[config.mk]
export PLATFORM = sky130hd
export DESIGN_NAME = cal_key_engine
export DESIGN_NICKNAME = d
export VERILOG_FILES = /design/src/rtl/cal_key_engine.sv
export SDC_FILE = /design/constraint.sdc
export NUM_CORES = 1
export LEC_CHECK = 0
export CORE_ASPECT_RATIO = 0.8
export CORE_MARGIN = 4
export CORE_UTILIZATION = 60
export CTS_CLUSTER_SIZE = 12
export DETAILED_ROUTE_END_ITERATION = 8
export MAX_ROUTING_LAYER = met4
export PLACE_DENSITY = 0.9
export SYNTH_ARGS = -nofsm -noshare
export SYNTH_HDL_FRONTEND = slang
export SYNTH_SLANG_ARGS = --single-unit
export TNS_END_PERCENT = 30
[constraint.sdc]
create_clock -name clk -period 12.5 [get_ports clk]
set_input_delay 1.875 -clock clk [delete_from_list [all_inputs] [get_ports clk]]
set_output_delay 1.875 -clock clk [all_outputs]
set_load 0.03 [all_outputs]
[src/rtl/cal_key_engine.sv]
// cal_key_engine: keypad-driven calculator core. Builds up to 4-digit BCD operands,
// evaluates chained add/subtract, converts results back to BCD for the 7-seg digits.
module cal_key_engine #(
    parameter int unsigned MAX_VAL     = 9999,
    parameter logic [31:0] ERROR_CODE  = 32'h00000ABB,
    parameter int unsigned CONV_CYCLES = 14
) (
    input  logic       clk,
    input  logic       rst,
    input  logic       valid,
    input  logic [3:0] key,
    output logic [7:0] digit1,
    output logic [7:0] digit2,
    output logic [7:0] digit3,
    output logic [7:0] digit4,
    output logic       sign,
    output logic       busy
);

    typedef enum logic [2:0] {StEntryA, StEntryB, StCalc, StConv, StShow, StError} state_e;
    typedef enum logic [1:0] {OpNone, OpAdd, OpSub} op_e;

    localparam logic [15:0] MaxVal   = 16'(MAX_VAL);
    localparam logic [4:0]  ConvLast = 5'(CONV_CYCLES - 1);

    state_e             state_q, state_d;
    op_e                op_q, op_d, next_op_q, next_op_d;
    logic               valid_q;
    logic [15:0]        entry_q, entry_d;
    logic               b_present_q, b_present_d;
    logic signed [15:0] acc_q, acc_d;
    logic [31:0]        disp_q, disp_d;
    logic               sign_q, sign_d;
    logic [15:0]        bcd_q, bcd_d;
    logic [13:0]        bin_q, bin_d;
    logic [4:0]         cnt_q, cnt_d;

    logic               accept, take, is_busy;
    logic               key_digit, key_op, key_eq, key_clr;
    op_e                key_nop;
    logic [15:0]        entry_shift, entry_bin, sum_mag, bcd_adj, bcd_next;
    logic signed [15:0] sum;
    logic               over;

    // Add 3 to every BCD nibble that is 5 or more (double-dabble correction).
    function automatic logic [15:0] dd_adjust(input logic [15:0] v);
        logic [15:0] r;
        r = v;
        for (int i = 0; i < 4; i++) begin
            if (v[i*4 +: 4] >= 4'd5) r[i*4 +: 4] = v[i*4 +: 4] + 4'd3;
        end
        return r;
    endfunction

    // Spread four BCD nibbles into the four display bytes.
    function automatic logic [31:0] to_disp(input logic [15:0] b);
        return {4'h0, b[15:12], 4'h0, b[11:8], 4'h0, b[7:4], 4'h0, b[3:0]};
    endfunction

    // Key decode, edge-detected accept and combinational arithmetic.
    always_comb begin
        is_busy   = (state_q == StCalc) || (state_q == StConv);
        accept    = valid && !valid_q;
        key_digit = key <= 4'd9;
        key_op    = (key == 4'd10) || (key == 4'd11);
        key_eq    = (key >= 4'd12) && (key <= 4'd14);
        key_clr   = key == 4'd15;
        take      = accept && (!is_busy || key_clr);
        key_nop   = (key == 4'd10) ? OpAdd : (key == 4'd11) ? OpSub : OpNone;
        // A digit only shifts in while the top nibble is still free; leading zeros never fill it.
        entry_shift = (entry_q[15:12] == 4'd0) ? {entry_q[11:0], key} : entry_q;
        entry_bin = {12'd0, entry_q[15:12]} * 16'd1000 + {12'd0, entry_q[11:8]} * 16'd100
                  + {12'd0, entry_q[7:4]} * 16'd10 + {12'd0, entry_q[3:0]};
        sum       = (op_q == OpSub) ? acc_q - $signed(entry_bin) : acc_q + $signed(entry_bin);
        sum_mag   = sum[15] ? $unsigned(-sum) : $unsigned(sum);
        over      = sum_mag > MaxVal;
        bcd_adj   = dd_adjust(bcd_q);
        bcd_next  = (bcd_adj << 1) | {15'd0, bin_q[13]};
    end

    // State register.
    always_ff @(posedge clk or posedge rst) begin
        if (rst) state_q <= StEntryA;
        else     state_q <= state_d;
    end

    // Next-state logic; clear overrides everything, including a running conversion.
    always_comb begin
        state_d = state_q;
        if (take && key_clr) begin
            state_d = StEntryA;
        end else begin
            unique case (state_q)
                StEntryA: begin
                    if (take && key_op)      state_d = StEntryB;
                    else if (take && key_eq) state_d = StShow;
                end
                StEntryB: begin
                    if (take && (key_op || key_eq)) begin
                        if (b_present_q) state_d = StCalc;
                        else if (key_op) state_d = StEntryB;
                        else             state_d = StShow;
                    end
                end
                StCalc: state_d = over ? StError : StConv;
                StConv: begin
                    if (cnt_q == ConvLast) state_d = (next_op_q != OpNone) ? StEntryB : StShow;
                end
                StShow: begin
                    if (take && key_digit)   state_d = StEntryA;
                    else if (take && key_op) state_d = StEntryB;
                end
                default: ;
            endcase
        end
    end

    // Datapath registers.
    always_ff @(posedge clk or posedge rst) begin
        if (rst) begin
            valid_q     <= 1'b0;
            entry_q     <= '0;
            b_present_q <= 1'b0;
            acc_q       <= '0;
            op_q        <= OpNone;
            next_op_q   <= OpNone;
            disp_q      <= '0;
            sign_q      <= 1'b0;
            bcd_q       <= '0;
            bin_q       <= '0;
            cnt_q       <= '0;
        end else begin
            valid_q     <= valid;
            entry_q     <= entry_d;
            b_present_q <= b_present_d;
            acc_q       <= acc_d;
            op_q        <= op_d;
            next_op_q   <= next_op_d;
            disp_q      <= disp_d;
            sign_q      <= sign_d;
            bcd_q       <= bcd_d;
            bin_q       <= bin_d;
            cnt_q       <= cnt_d;
        end
    end

    // Datapath next-state: operand entry, accumulate, and BCD conversion.
    always_comb begin
        entry_d     = entry_q;
        b_present_d = b_present_q;
        acc_d       = acc_q;
        op_d        = op_q;
        next_op_d   = next_op_q;
        disp_d      = disp_q;
        sign_d      = sign_q;
        bcd_d       = bcd_q;
        bin_d       = bin_q;
        cnt_d       = cnt_q;
        if (take && key_clr) begin
            entry_d     = '0;
            b_present_d = 1'b0;
            acc_d       = '0;
            op_d        = OpNone;
            next_op_d   = OpNone;
            disp_d      = '0;
            sign_d      = 1'b0;
            bcd_d       = '0;
            bin_d       = '0;
            cnt_d       = '0;
        end else begin
            unique case (state_q)
                StEntryA: begin
                    if (take && key_digit) begin
                        entry_d = entry_shift;
                        disp_d  = to_disp(entry_shift);
                        sign_d  = 1'b0;
                    end else if (take && (key_op || key_eq)) begin
                        acc_d       = $signed(entry_bin);
                        op_d        = key_nop;
                        b_present_d = 1'b0;
                    end
                end
                StEntryB: begin
                    if (take && key_digit) begin
                        // The first B digit replaces whatever the entry register still held.
                        entry_d     = b_present_q ? entry_shift : {12'd0, key};
                        disp_d      = to_disp(b_present_q ? entry_shift : {12'd0, key});
                        sign_d      = 1'b0;
                        b_present_d = 1'b1;
                    end else if (take && (key_op || key_eq)) begin
                        if (b_present_q) next_op_d = key_nop;
                        else             op_d      = key_nop;
                    end
                end
                StCalc: begin
                    acc_d = sum;
                    if (over) begin
                        disp_d = ERROR_CODE;
                        sign_d = 1'b0;
                    end else begin
                        bin_d = sum_mag[13:0];
                        bcd_d = '0;
                        cnt_d = '0;
                    end
                end
                StConv: begin
                    bcd_d = bcd_next;
                    bin_d = {bin_q[12:0], 1'b0};
                    cnt_d = cnt_q + 5'd1;
                    if (cnt_q == ConvLast) begin
                        disp_d      = to_disp(bcd_next);
                        sign_d      = acc_q[15];
                        op_d        = next_op_q;
                        b_present_d = 1'b0;
                    end
                end
                StShow: begin
                    if (take && key_digit) begin
                        entry_d = {12'd0, key};
                        acc_d   = '0;
                        disp_d  = to_disp({12'd0, key});
                        sign_d  = 1'b0;
                    end else if (take && key_op) begin
                        op_d        = key_nop;
                        b_present_d = 1'b0;
                    end
                end
                default: ;
            endcase
        end
    end

    // Outputs.
    always_comb begin
        digit1 = disp_q[31:24];
        digit2 = disp_q[23:16];
        digit3 = disp_q[15:8];
        digit4 = disp_q[7:0];
        sign   = sign_q;
        busy   = is_busy;
    end

endmodule

Word level (Yosys, flattened, before mapping)
Index checks and enable logic that the tools add are counted.
- register bits: 109
- bits of input ports: 7
- output and inout bits: 34
- add/sub/neg operators: 11
- multipliers: 3
- order comparisons: 8
- equality and inequality tests: 26
- multiplexer cells: 76
- bitwise operators: 1
- reduce and logical (&&, ||, !) cells: 36
- operators with widths (operator ; count):
    $mux 16 ; 14
    $mux 32 ; 6
    $pmux 32 s5 ; 1
    $pmux 16 s3 ; 2
    $mux 3 ; 12
    $mux 2 ; 16
    $pmux 16 s2 ; 1
    $ne 3x3->1 const B ; 10
    $mux 14 ; 2
    $pmux 14 s2 ; 1
    $add 15x8->16 ; 1
    $add 16x16->16 ; 1
    $add 16x4->16 ; 1
    $ge 4x3->1 const B ; 4
    $gt 16x14->1 const B ; 1
    $neg 16->16 ; 1
    $or 16x1->16 ; 1
    $reduce_and 4->1 ; 4
    $sub 16x16->16 ; 1
    $add 14x11->15 ; 1
    $pmux 3 s5 ; 1
    $add 4x2->4 const B ; 3
    $eq 4x4->1 const B ; 3
    $mux 4 ; 3
    other kinds (38) ; 70

Longest topological paths before layout
- depth in word-level cells: 12
- mapped depth: 35
- depth with buffers taken out: 32

Least setup slack after synthesis
No wires, ideal clock.
- path kind: reg2reg
- start: register entry_q[14]
- end: register disp_q[0]
- library setup time: 0.125 ns
- arrival: 7.396 ns
- required time: 12.375 ns
- path slack: 4.979 ns
- cell stages (with the launch flop): 34
- path buffers: 2
- clock period less this slack: 7.521 ns
- path through: dfrtp_1 fa_1 inv_1 fa_1 inv_1 ha_1 a21o_1 a21oi_1 xnor2_1 ha_1 ha_1 ha_1 and3_1 a21oi_1 xor2_1 nand2_1 nor2_1 nor2_1 xnor2_1 ha_1 a211oi_1 nand2_1 a31oi_1 o2bb2ai_1 a21o_1 a21o_1 nor4_1 buf_2 nor2_1 a21oi_2 a21oi_2 a21boi_4 buf_6 mux2_4
- cells in the longest elaborated chain, start to end: 11
- elaborated cells between the ends (all ways): 19
- classes of those cells: 6 x add/sub; 1 x mul; 1 x order compare; 1 x eq/ne; 8 x mux; 2 x reduce/logical
- RTL lines (item ; line ; text):
    start: declaration ; 29 ; logic [15:0] entry_q, entry_d;
    start signal: assignment ; 134 ; entry_q <= entry_d;
    $mul 4x7->11 ; 72 ; entry_bin = {12'd0, entry_q[15:12]} * 16'd1000 + {12'd0, entry_q[11:8]} * 16'd100
    $add 14x11->15 ; 72 ;
    $add 15x8->16 ; 73 ; + {12'd0, entry_q[7:4]} * 16'd10 + {12'd0, entry_q[3:0]};
    $add 16x4->16 ; 73 ;
    $add 16x16->16 or $sub 16x16->16 (tied branches) ; 74 ; sum = (op_q == OpSub) ? acc_q - $signed(entry_bin) : acc_q + $signed(entry_bin);
    $mux 16 ; 74 ;
    $neg 16->16 ; 75 ; sum_mag = sum[15] ? $unsigned(-sum) : $unsigned(sum);
    $mux 16 ; 75 ;
    $gt 16x14->1 ; 76 ; over = sum_mag > MaxVal;
    $ne 3x2->1 (no source line) ; n/a ;
    $reduce_and 6->1 (no source line) ; n/a ;
    end signal: assignment ; 139 ; disp_q <= disp_d;
    end: declaration ; 32 ; logic [31:0] disp_q, disp_d;
Parallel ways exist; a longest one is shown, timed or not. The select of a mux whose other input is x is not followed.
A chain may end at the register's enable or synchronous reset.

Worst setup path in the final report
- start: register entry_q[14]
- end: register disp_q[17]
The elaborated chain is that of the path after synthesis.

==> flow_summary.rst <==
.. list-table::
   :header-rows: 1

   * - Metric
     - Value
   * - Stage delay of the slowest cell on the critical path
     - 0.63 ns
   * - Status
     - finished, final reports clean
   * - Most Frequent Cell on Critical Path
     - sky130_fd_sc_hd__ha_1
   * - RSZ-0062 raised after global routing
     - no
   * - Post-Syn Instances
     - 1003
   * - Count of flip-flops with a built-in enable after synthesis
     - 0
   * - Count of boundary I/O pins
     - 41
   * - Cts bufs inserted
     - 9
   * - Initial DRT Pass Iterations
     - 6
   * - Max FO, Critical Path
     - 17
   * - Dominant register cell in the synthesized netlist
     - sky130_fd_sc_hd__dfrtp_1
   * - Distinct cells, synth
     - 79
   * - Final-report max-slew violation count
     - 0
   * - Setup Viol. Count Final
     - 0
   * - Root Buffer Master
     - sky130_fd_sc_hd__clkbuf_16
   * - Shortest clock period the worst path allows after layout
     - 8.69 ns
   * - Kind of start point of the critical path
     - flop
   * - Fraction of registers with async set or reset after synthesis
     - 100%
   * - Starting DRT DRC Count
     - 839
   * - Worst EP required
     - 12.74 ns
   * - Post-synthesis sequential element count
     - 94
   * - Worst min-delay path category
     - reg2reg
   * - Post-synthesis sequential area ratio
     - 27.3%
   * - Post-cts hold buffer count
     - 0
   * - Overflow after GRT
     - 0
   * - Number of instances resized during post-cts repair
     - 0
   * - Worst-path clk slew
     - 0.07 ns
   * - Top-area cell type share of the netlist area
     - 27.3%
   * - Final worst path period share
     - 69.6%
   * - Count of unresolved DRC violations after routing
     - 0
   * - Syn Std Cell Area
     - 0.00862 mm²
   * - Max Clk Rate
     - 115 MHz
   * - Initial standard-cell utilization of the core
     - 62.3%
   * - TritonCTS clock tree
     - done
   * - Antenna diode count
     - 0
   * - Count of filler cells inserted in the layout
     - 1075
   * - Post-Syn Area per Cell
     - 8.60 µm²
   * - Share of layout cells above drive strength 1
     - 7.13%
   * - Maximum clock path buffer count
     - 2
   * - Avg WL per Cell
     - 19.6 µm
   * - Final HPWL from detailed placement
     - 17100 µm
   * - Antenna violations before repair
     - 0
   * - Critical path buffers and inverters
     - 4
   * - Cell at the slowest stage of the critical path
     - sky130_fd_sc_hd__a21boi_4
   * - Adder and majority gate portion of the synthesized area
     - 15.5%
   * - Layout area overhead
     - 6.79%
   * - Arrival @ worst endpoint
     - 8.94 ns
   * - Routed Wire Length
     - 23300 µm
   * - Via count of the first global-routing pass
     - 7568
   * - First-pass GRT wire length
     - 37800 µm
   * - Synthesis Warnings
     - 0
   * - Row count
     - 38
   * - Core Region
     - 0.0138 mm²
   * - Area fraction in compound gates after synthesis
     - 22.5%
   * - Die ar.
     - 0.0164 mm²
   * - Final hold violation count
     - 0
   * - Final total negative setup slack
     - 0 ns
   * - Dominant cell by count in the synthesized netlist
     - sky130_fd_sc_hd__nor2_1
   * - Simple-gate area share of the yosys netlist
     - 16.9%
   * - Cell types occupying the most area after synthesis
     - sky130_fd_sc_hd__dfrtp_1, sky130_fd_sc_hd__ha_1, sky130_fd_sc_hd__nor2_1
   * - Net total in the final layout
     - 1108
   * - Area used by sequential logic in the layout
     - 0.00235 mm²
   * - Share of the synthesized netlist area taken by xor and xnor gates
     - 6.60%
   * - H-tree level count
     - 3
   * - TritonCTS Sinks
     - 94
   * - Multiplexer area fraction after synthesis
     - 4.95%
   * - Count of port buffers added during placement
     - 27
   * - Kind of cell adding the most delay to the critical path
     - adder cells
   * - # Post-CTS Setup Buffers
     - 0
   * - Via Count
     - 7840
   * - Post-synthesis cell type with the largest combined area
     - sky130_fd_sc_hd__dfrtp_1
   * - Total routing resource utilization after global routing
     - 29.7%
   * - Most frequent cells after synthesis
     - sky130_fd_sc_hd__nor2_1, sky130_fd_sc_hd__dfrtp_1, sky130_fd_sc_hd__nand2_1
   * - Remaining antenna violation count
     - 0
   * - Endpoint class of the critical path
     - flop
   * - Area taken by multi-input logic gates
     - 0.00578 mm²
   * - Slew at the pin closest to its max-slew limit
     - 0.991 ns
   * - Worst-case headroom to the max-slew limit
     - 33.2%
   * - Maximum number of pins on one net before global-route repair
     - 52
   * - GPL Wtd Cong
     - 1.02
   * - Max-capacitance violation count
     - 0
   * - CP Class
     - reg2reg
   * - Post-DR vias/cell
     - 6.59
   * - Final setup skew
     - 0.00973 ns
   * - Clk Latency, worst-skew pair
     - 0.36 ns
   * - Main combinational cell family by area after synthesis
     - compound AO/OA/AOI/OAI gates
   * - Vertical die dimension
     - 115 µm
   * - Die width
     - 142 µm
[worst register-to-register path: cells and delay by family, from the launching register on]
family                     cells  cell delay, ns
adders and majority gates      7            2.92
xor gates and xnor gates       2            0.67
muxes                          1            0.43
buffers and inverters          4            0.46
and+or+nand+nor                6            0.97
AOI/OAI and AO/OA             10            2.65
DFF                            1            0.49
[flip-flops by register name (all words and copies together), names as in the netlist]
register,flops
disp_q,17
cnt_q,5
b_present_q,1
bcd_q,16
state_q,3
acc_q,16
bin_q,14
next_op_q,2
sign,1
valid_q,1
entry_q,16
op_q,2
[placed cells by master (no fill, tap or decap), types with 18 or more instances in the layout]
master and instances:
sky130_fd_sc_hd__nor3_1 19, sky130_fd_sc_hd__clkdlybuf4s50_1 27, sky130_fd_sc_hd__a21oi_1 69, sky130_fd_sc_hd__xor2_1 23, sky130_fd_sc_hd__inv_1 63, sky130_fd_sc_hd__dfrtp_1 94
sky130_fd_sc_hd__ha_1 78, sky130_fd_sc_hd__xnor2_1 42, sky130_fd_sc_hd__o21ai_0 46, sky130_fd_sc_hd__nor2_1 107, sky130_fd_sc_hd__fa_1 18, sky130_fd_sc_hd__nand2_1 93
[metal layers]
metal  up-vias  track usage (%)  share of wire (%)
li1       3570                -                  -
met1      3707             38.6                 41
met2       464             44.8                 45
met3        99             6.57                 10
met4         0             12.8                3.8
met5         -                -                  0
[worst paths after layout]
kind                              from    endpoint  slack (ns)  cells after the start
max                        entry_q[14]  disp_q[17]        3.81                     30
min                         disp_q[19]  disp_q[19]        0.51                      1
max reg2reg                entry_q[14]  disp_q[17]        3.81                     30
min reg2reg                 disp_q[19]  disp_q[19]        0.51                      1
max in group asynchronous          rst   bin_q[11]        9.53                      3
min in group asynchronous          rst   bcd_q[12]        1.94                      2
[layout make-up]
class / instances / area share, %
inverters: 64 / 2.64
clock inverters: 7 / 0.598
repair buffers: 35 / 3.59
flip-flops and latches: 94 / 25.5
well taps: 180 / 2.45
multi-input cells: 801 / 62.7
clock buffers: 9 / 2.45
[cells by family after synthesis]
group           Yosys count
mux                      36
compound gates          282
fa+ha+maj                96
other cells               1
xor+xnor                 65
flops                    94
simple gates            309
buf+inv                 120
[per-stage QoR]
| stage | hold slack (ns) | utilization, % | area (µm²) | instances | worst slack, ns |
|---|---|---|---|---|---|
| 6_report | 0.513 | 66.6 | 9210 | 1190 | 3.81 |
| 5_1_grt | 0.510 | 66.6 | 9210 | 1190 | 3.40 |
| 4_1_cts | 0.500 | 66.6 | 9210 | 1190 | 3.96 |
| 3_5_place_dp | 0.486 | 64.5 | 8930 | 1174 | 4.02 |
| 3_3_place_gp | 0.461 | 64.5 | 8930 | 1174 | 4.42 |
| 2_1_floorplan | 0.443 | - | 8670 | 1015 | 4.98 |
Power is left out: the tool's default activity adds up to more than one toggle a clock period on the data nets, which glitch-free logic cannot reach.
